`src/rtl/uart_tx_frame.sv`:
```
// uart_tx_frame: UART transmitter paced by an external one-clock baud pulse.
// Sends start bit, DATA_BITS data bits LSB first, an optional parity bit,
// then STOP_BITS stop bits. The line output is registered, so each bit
// starts on the clock edge that samples baud_trig and lasts one baud period.
module uart_tx_frame #(
    parameter int DATA_BITS  = 8,
    parameter int PARITY_EN  = 0,
    parameter int PARITY_ODD = 0,
    parameter int STOP_BITS  = 1
) (
    input  logic                 clk,
    input  logic                 rst,
    input  logic                 baud_trig,
    input  logic                 tx_valid,
    input  logic [DATA_BITS-1:0] tx_data,
    output logic                 tx_ready,
    output logic                 tx,
    output logic                 tx_busy,
    output logic                 tx_done
);

    localparam int               CNT_W     = $clog2(DATA_BITS + 1);
    localparam logic [CNT_W-1:0] LAST_DATA = CNT_W'(DATA_BITS - 1);
    localparam logic [CNT_W-1:0] LAST_STOP = CNT_W'(STOP_BITS - 1);
    localparam logic             PAR_ODD   = (PARITY_ODD != 0);
    localparam logic             PAR_EN    = (PARITY_EN != 0);

    typedef enum logic [2:0] {
        S_IDLE,
        S_ARM,
        S_START,
        S_DATA,
        S_PARITY,
        S_STOP
    } state_e;

    state_e               state_q, state_d;
    logic [DATA_BITS-1:0] shreg_q, shreg_d;
    logic [CNT_W-1:0]     cnt_q,   cnt_d;
    logic                 parity_q, parity_d;
    logic                 tx_q,    tx_d;
    logic                 busy_q;
    logic                 done_q,  done_d;

    // Next-state logic: frame sequencing, shift/count updates and line level.
    always_comb begin
        // NOTE: every signal gets a default before the case, so no path leaves one unassigned and no latch is inferred.
        state_d  = state_q;
        shreg_d  = shreg_q;
        cnt_d    = cnt_q;
        parity_d = parity_q;
        done_d   = 1'b0;

        unique case (state_q)
            S_IDLE: begin
                // baud_trig is deliberately ignored here; ARM re-aligns to the grid.
                if (tx_valid) begin
                    state_d  = S_ARM;
                    shreg_d  = tx_data;
                    parity_d = (^tx_data) ^ PAR_ODD;
                    cnt_d    = '0;
                end
            end
            S_ARM: begin
                if (baud_trig) state_d = S_START;
            end
            S_START: begin
                if (baud_trig) begin
                    state_d = S_DATA;
                    cnt_d   = '0;
                end
            end
            S_DATA: begin
                if (baud_trig) begin
                    shreg_d = shreg_q >> 1;
                    if (cnt_q == LAST_DATA) begin
                        cnt_d   = '0;
                        state_d = PAR_EN ? S_PARITY : S_STOP;
                    end else begin
                        cnt_d = cnt_q + 1'b1;
                    end
                end
            end
            S_PARITY: begin
                if (baud_trig) begin
                    state_d = S_STOP;
                    cnt_d   = '0;
                end
            end
            S_STOP: begin
                if (baud_trig) begin
                    if (cnt_q == LAST_STOP) begin
                        state_d = S_IDLE;
                        cnt_d   = '0;
                        done_d  = 1'b1;
                    end else begin
                        cnt_d = cnt_q + 1'b1;
                    end
                end
            end
            default: state_d = S_IDLE;
        endcase

        // Line level follows the state being entered, so it changes on the trigger edge.
        unique case (state_d)
            S_START:  tx_d = 1'b0;
            S_DATA:   tx_d = shreg_d[0];
            S_PARITY: tx_d = parity_q;
            default:  tx_d = 1'b1;
        endcase
    end

    // State and datapath registers with synchronous active-low reset.
    always_ff @(posedge clk) begin
        // NOTE: the shift register and counter are cleared too, so an aborted frame leaves no stale data behind.
        if (!rst) begin
            state_q  <= S_IDLE;
            shreg_q  <= '0;
            cnt_q    <= '0;
            parity_q <= 1'b0;
            tx_q     <= 1'b1;
            busy_q   <= 1'b0;
            done_q   <= 1'b0;
        end else begin
            // NOTE: non-blocking assignments make every register update from the same pre-edge values.
            state_q  <= state_d;
            shreg_q  <= shreg_d;
            cnt_q    <= cnt_d;
            parity_q <= parity_d;
            tx_q     <= tx_d;
            busy_q   <= (state_d != S_IDLE);
            done_q   <= done_d;
        end
    end

    assign tx_ready = (state_q == S_IDLE);
    assign tx       = tx_q;
    assign tx_busy  = busy_q;
    assign tx_done  = done_q;

endmodule

```
`config.mk`:
```
export PLATFORM = sky130hd
export DESIGN_NAME = uart_tx_frame
export DESIGN_NICKNAME = d
export VERILOG_FILES = /design/src/rtl/uart_tx_frame.sv
export SDC_FILE = /design/constraint.sdc
export NUM_CORES = 1
export LEC_CHECK = 0
export ABC_AREA = 1
export CAP_MARGIN = 20
export CORE_ASPECT_RATIO = 1.5
export CORE_UTILIZATION = 40
export CTS_CLUSTER_SIZE = 24
export DETAILED_ROUTE_END_ITERATION = 10
export SETUP_SLACK_MARGIN = 0.02
export SLEW_MARGIN = 5
export SYNTH_ARGS = -nofsm -noshare
export SYNTH_HDL_FRONTEND = slang
export SYNTH_SLANG_ARGS = --single-unit
```
`constraint.sdc`:
```
create_clock -name clk -period 2.6 [get_ports clk]
set_input_delay 0.39 -clock clk [delete_from_list [all_inputs] [get_ports clk]]
set_output_delay 0.39 -clock clk [all_outputs]
set_load 0.05 [all_outputs]
```
==> results.md, run 1 <==
- Status: finished clean
- CTS tree: yes
- CTS buffer count: 3
- Worst Path Max Fanout: 8
- Top Metal Used: met4
- Clock power share: 25.2%
- Nature of the critical path startpoint: flip-flop
- Die Span Y: 67.8 um
- Logic pwr share: 32.6%
- Crit path from: state_q[1]
- Final Net Count: 205
- RSZ-0062 raised after global routing: no
- Row cnt: 23
- Residual DRC count: 0
- WL/cell: 11.2 um
- Power density over the cells: 592 mW/mm^2
- Post-Syn Area: 0.00116 mm^2
- F_max: 438 MHz
- Setup WS post-layout: 0.319 ns
- Switching Share: 34.8%
- M1 wire length: 1070 um
- Setup TNS: 0 ns
- Via density: 5.11
- Dpl hpwl: 2000 um
- Sequential fraction of the synthesis area: 32.9%
- Clk buf depth: 2
- Worst Path Required: 2.21 ns
- Final setup violation count: 0
- Worst Max-Slew Pin Slew: 0.562 ns
- Placement Setup Slack: 0.635 ns
- Top cell type's share of synthesized area: 32.9%
- First-pass GRT wire length: 4470 um
- Leakage: 0.612 nW
- Max-cap violations: 0
- CORE AREA: 0.00271 mm^2
- Synth unique cells: 28
- Vias in the first global route: 1115
- Tot GR Track Use: 19.6%
- Mapped Nets: 188
- CP endpoint kind: output pin
- GRT overflow: 0
- Period utilization: 87.7%
- Die ar.: 0.00311 mm^2
- Final hold violation count: 0
- Reg power frac: 42.2%
- DR pass1 iterations: 4
- Synth-to-Final Area Change: 19.2%
- Post-route ant nets: 0
- Worst rel slew slack: 62.5%
- Minimum clock period after layout: 2.28 ns
- Clock Pin Slew Worst Setup and Hold Paths: 0.07 ns
- Vias: 1159
- Max IR drop VDD: 0.286 mV
- Arr. time, crit path: 1.89 ns
- Post-CTS Hold Buffers: 0
- GP Congestion: 0.793
- Layout cell share with drive strength beyond 1: 7.37%
- CTS root buffer: clkbuf_8
- H-tree Lvls: 1
- Crit path kind: flip-flop to output pin
- Starting Density: 42.7%
- Filler Cells Inserted: 299
- Sw power: 284 uW
- Clock Latency Late Sink: 0.25 ns
- Post-cts resize count: 0
- Hold Crit Class: flip-flop to flip-flop
- Most common cell after layout, fill and taps aside: nand2_1
- Met3 wire len: 120 um
- Antenna violations before repair: 0
- DRT iter0 DRCs: 19
- Io pins: 16
- Hold_sp: shreg_q[7]
- Routed met2 length: 1270 um
- Mapped Cells: 174
- Largest net degree at the start of global routing: 14
- Synth top area cells: dfxtp_1 33%, nand2_1 18%, nand3_1 10%
- Final Skew: 0.000934 ns
- Power, Total: 816 uW
- Clock Sink Count: 19
- Ys Warns: 0
- Internal Power: 532 uW
- # diodes: 0
- Most frequent cells in the layout: 54 x nand2_1, 23 x nand3_1, 19 x dfxtp_1, 16 x nor2_1, 15 x clkdlybuf4s50_1
- Final wirelength: 2540 um
- Die W: 45.9 um
- Reg-to-reg critical path startpoint: state_q[1]
- Slew Viols, Final: 0
- Yosys top cell by area: dfxtp_1
- Syn_area_per_cell: 6.64 um^2
- Post-synthesis register bit count: 19
- Postcts setup bufs: 0
- Port buffer count: 15
sequential cells by signal, summed over array words and instances (netlist names):
signal / flops
tx_done: 1
parity_q: 1
tx: 1
cnt_q: 4
shreg_q: 8
tx_busy: 1
state_q: 3
per-layer routing:
metal,track usage [%],vias to the layer above
met2,32.9,39
met4,11.8,0
met3,2.90,8
li1,-,593
met1,22.8,519
met5,0,-
cell usage after synthesis:
cell type	n
o21ai_4	1
xor2_1	3
clkbuf_1	1
inv_1	14
buf_4	1
nor2_4	1
nand2_1	54
buf_6	1
nand3b_1	1
dfxtp_1	19
xnor2_1	6
nor2_1	16
ha_1	2
a31oi_1	6
nand2_2	1
a21oi_1	4
nand3_1	23
o21ai_0	6
nor3_1	1
nand4_1	2
nor2_2	1
and2_1	1
o21ai_1	1
nand3_4	1
nand3_2	1
inv_2	4
buf_2	1
a21boi_0	1
worst max-delay path: stages, from the launching register on:
cell,delay (ns)
dfxtp_1,0.39
nor2_1,0.26
nand2_1,0.11
inv_1,0.09
clkdlybuf4s50_1,0.80
stage by stage:
step	util (%)	hold WS (ns)	cells	area, um^2
after CTS	50.9	0.467	227	1380
final	50.9	0.473	227	1380
after detailed placement	49.3	0.457	223	1330
after global routing	50.9	0.495	227	1380
after global placement	49.3	0.452	223	1330
after floorplan	-	0.440	174	1160
cell families (layout without fill, tap and decap cells):
group | after synthesis | after routing | share of synthesized area (%)
AO/OA/AOI/OAI | 19 | 19 | 10.1
XOR/XNOR | 9 | 9 | 6.82
adder cells (fa/ha/maj) | 2 | 2 | 2.16
buffers and inverters | 22 | 38 | 8.22
flip-flops | 19 | 19 | 32.9
AND/OR/NAND/NOR | 103 | 103 | 39.8
final timing paths:
kind | end | slack [ns] | cells after the start
worst max-delay path | tx_ready | 0.32 | 4
worst min-delay path | shreg_q[7] | 0.47 | 2
worst max register to register | cnt_q[3] | 0.83 | 9
worst min register to register | shreg_q[7] | 0.47 | 2
power by group through the flow:
stage                     Sequential, mW  Combinational, mW  Clock [mW]
after global placement             0.350              0.262           0
final                              0.344              0.266       0.206
after floorplan                    0.361              0.185           0
after detailed placement           0.351              0.266           0
after global routing               0.349              0.301       0.223
after CTS                          0.344              0.268       0.212
cell type report:
class / count / area, um^2 / share of cell area (%)
tap: 37 / 46.3 / 3.36
timing repair buffer: 16 / 158 / 11.4
clock buffer: 4 / 45.0 / 3.27
inverter: 18 / 67.6 / 4.90
sequential: 19 / 380 / 27.6
multi-input combinational: 133 / 681 / 49.4
No activity file was read; power rests on OpenSTA's default activity.
==> run 2, diff against run 1 <==
- CAP_MARGIN: 20 -> default
- clock period: 2.6 -> 2.92 ns (I/O delays scaled with it)
==> results.md, run 2 (synthesized netlist as in run 1, its figures left out) <==
- Die W: 45.9 um
- Period utilization: 80.7%
- Final wirelength: 2510 um
- Nature of the critical path startpoint: flip-flop
- Postcts setup bufs: 0
- Minimum clock period after layout: 2.36 ns
- Worst path slowest cell: clkdlybuf4s50_1
- Largest regs: shreg_q x8, cnt_q x4, state_q x3
- Buf/Inv on CP: 2
- Final Skew: 0.00623 ns
- GRT overflow: 0
- Tot GR Track Use: 19.5%
- # diodes: 0
- Final hold violation count: 0
- Largest net degree at the start of global routing: 14
- DR pass1 iterations: 4
- Worst Path Max Fanout: 8
- Worst Max-Slew Pin Slew: 0.538 ns
- Biggest register: shreg_q
- Vias: 1117
- Final setup violation count: 0
- Die ar.: 0.00311 mm^2
- Synth-to-Final Area Change: 18.6%
- CP endpoint kind: output pin
- CP delay by family, top: buffers and inverters
- H-tree Lvls: 1
- Max-cap violations: 0
- Slew Viols, Final: 0
- Most frequent cells in the layout: 54 x nand2_1, 23 x nand3_1, 19 x dfxtp_1, 16 x nor2_1, 15 x clkdlybuf4s50_1
- F_max: 424 MHz
- WL/cell: 11.1 um
- DRT iter0 DRCs: 41
- Layout cell share with drive strength beyond 1: 7.41%
- Hold Crit Class: flip-flop to flip-flop
- Clock Pin Slew Worst Setup and Hold Paths: 0.07 ns
- Post-CTS Hold Buffers: 0
- Setup TNS: 0 ns
- Post-route cell area: 0.00137 mm^2
- First-pass GRT wire length: 4460 um
- Post-cts resize count: 0
- Via density: 4.94
- Post-route ant nets: 0
- Arr. time, crit path: 1.92 ns
- Crit path kind: flip-flop to output pin
- Power density over the cells: 526 mW/mm^2
- Most common cell after layout, fill and taps aside: nand2_1
- Clock Latency Late Sink: 0.25 ns
- Max IR drop VDD: 0.307 mV
- Final Net Count: 204
- Status: finished clean
- Io pins: 16
- Worst hold slack: 0.465 ns
- Worst rel slew slack: 64.1%
- Antenna violations before repair: 0
- Slowest Stage Delay on Critical Path: 0.80 ns
- Die Span Y: 67.8 um
- Clock Sink Count: 19
- CTS root buffer: clkbuf_8
- CTS tree: yes
- Placed Area: 0.00133 mm^2
- Starting Density: 42.7%
- Row cnt: 23
- CTS buffer count: 3
- Leakage: 0.610 nW
- Dpl hpwl: 2020 um
- Max FFs per register: 8
- GP Congestion: 0.787
- Port buffer count: 15
- Critical Path, Cell by Cell: nor2_1 > nand2_1 > inv_1 > clkdlybuf4s50_1
- CORE AREA: 0.00271 mm^2
- Vias in the first global route: 1066
- Residual DRC count: 0
- Clk buf depth: 2
- RSZ-0062 raised after global routing: no
- Worst Path Required: 2.48 ns
-- run 2: cell types whose count changed in the layout (fill, tap and decap cells not counted), sizes merged --
| cell | delta |
|---|---|
| clkbuf | -1 |
| clkinv | +1 |
| buf | -1 |
-- run 2: path summary, 6_finish.rpt --
kind | cells past startpoint | slack (ns) | from | endpoint
setup / recovery | 4 | 0.56 | state_q[1] | tx_ready
hold / removal | 2 | 0.47 | shreg_q[7] | shreg_q[7]
setup reg to reg | 9 | 1.07 | state_q[1] | cnt_q[1]
hold reg to reg | 2 | 0.47 | shreg_q[7] | shreg_q[7]
-- run 2: tightest hold or removal path, delay by kind of cell, from the launching register on --
| kind | cells | cell delay [ns] |
|---|---|---|
| simple gates | 1 | 0.06 |
| flops | 1 | 0.31 |
| compound gates | 1 | 0.05 |
-- run 2: power by group --
part | internal, mW | leakage (nW) | switching [mW]
sequential | 0.287 | 0.156 | 0.0221
clock | 0.0947 | 0.0255 | 0.0850
combinational | 0.0886 | 0.429 | 0.144
-- run 2: layout make-up --
class                   count  area (um^2)
repair buffers             15          150
well taps                  37         46.3
clock buffers               3         41.3
fillers                   297         1330
flip-flops and latches     19          380
clock inverters             1         5.00
inverters                  18         67.6
multi-input cells         133          681
-- run 2: stage by stage --
step           cells  setup WS, ns  utilization [%]  power, mW
3_3_place_gp     222         0.862             49.0      0.546
2_1_floorplan    174          1.47                -      0.486
6_report         226         0.564             50.7      0.721
4_1_cts          226         0.573             50.7      0.729
5_1_grt          226         0.456             50.7      0.774
3_5_place_dp     222         0.861             49.0      0.548
-- run 2: layer usage --
layer  vias up  GRT usage [%]  share of wire, %
met5         -              0                 0
met4         0           7.35               1.4
met3         4           2.64               2.5
met2        21           34.3                53
met1       501           23.3                43
li1        591              -                 -
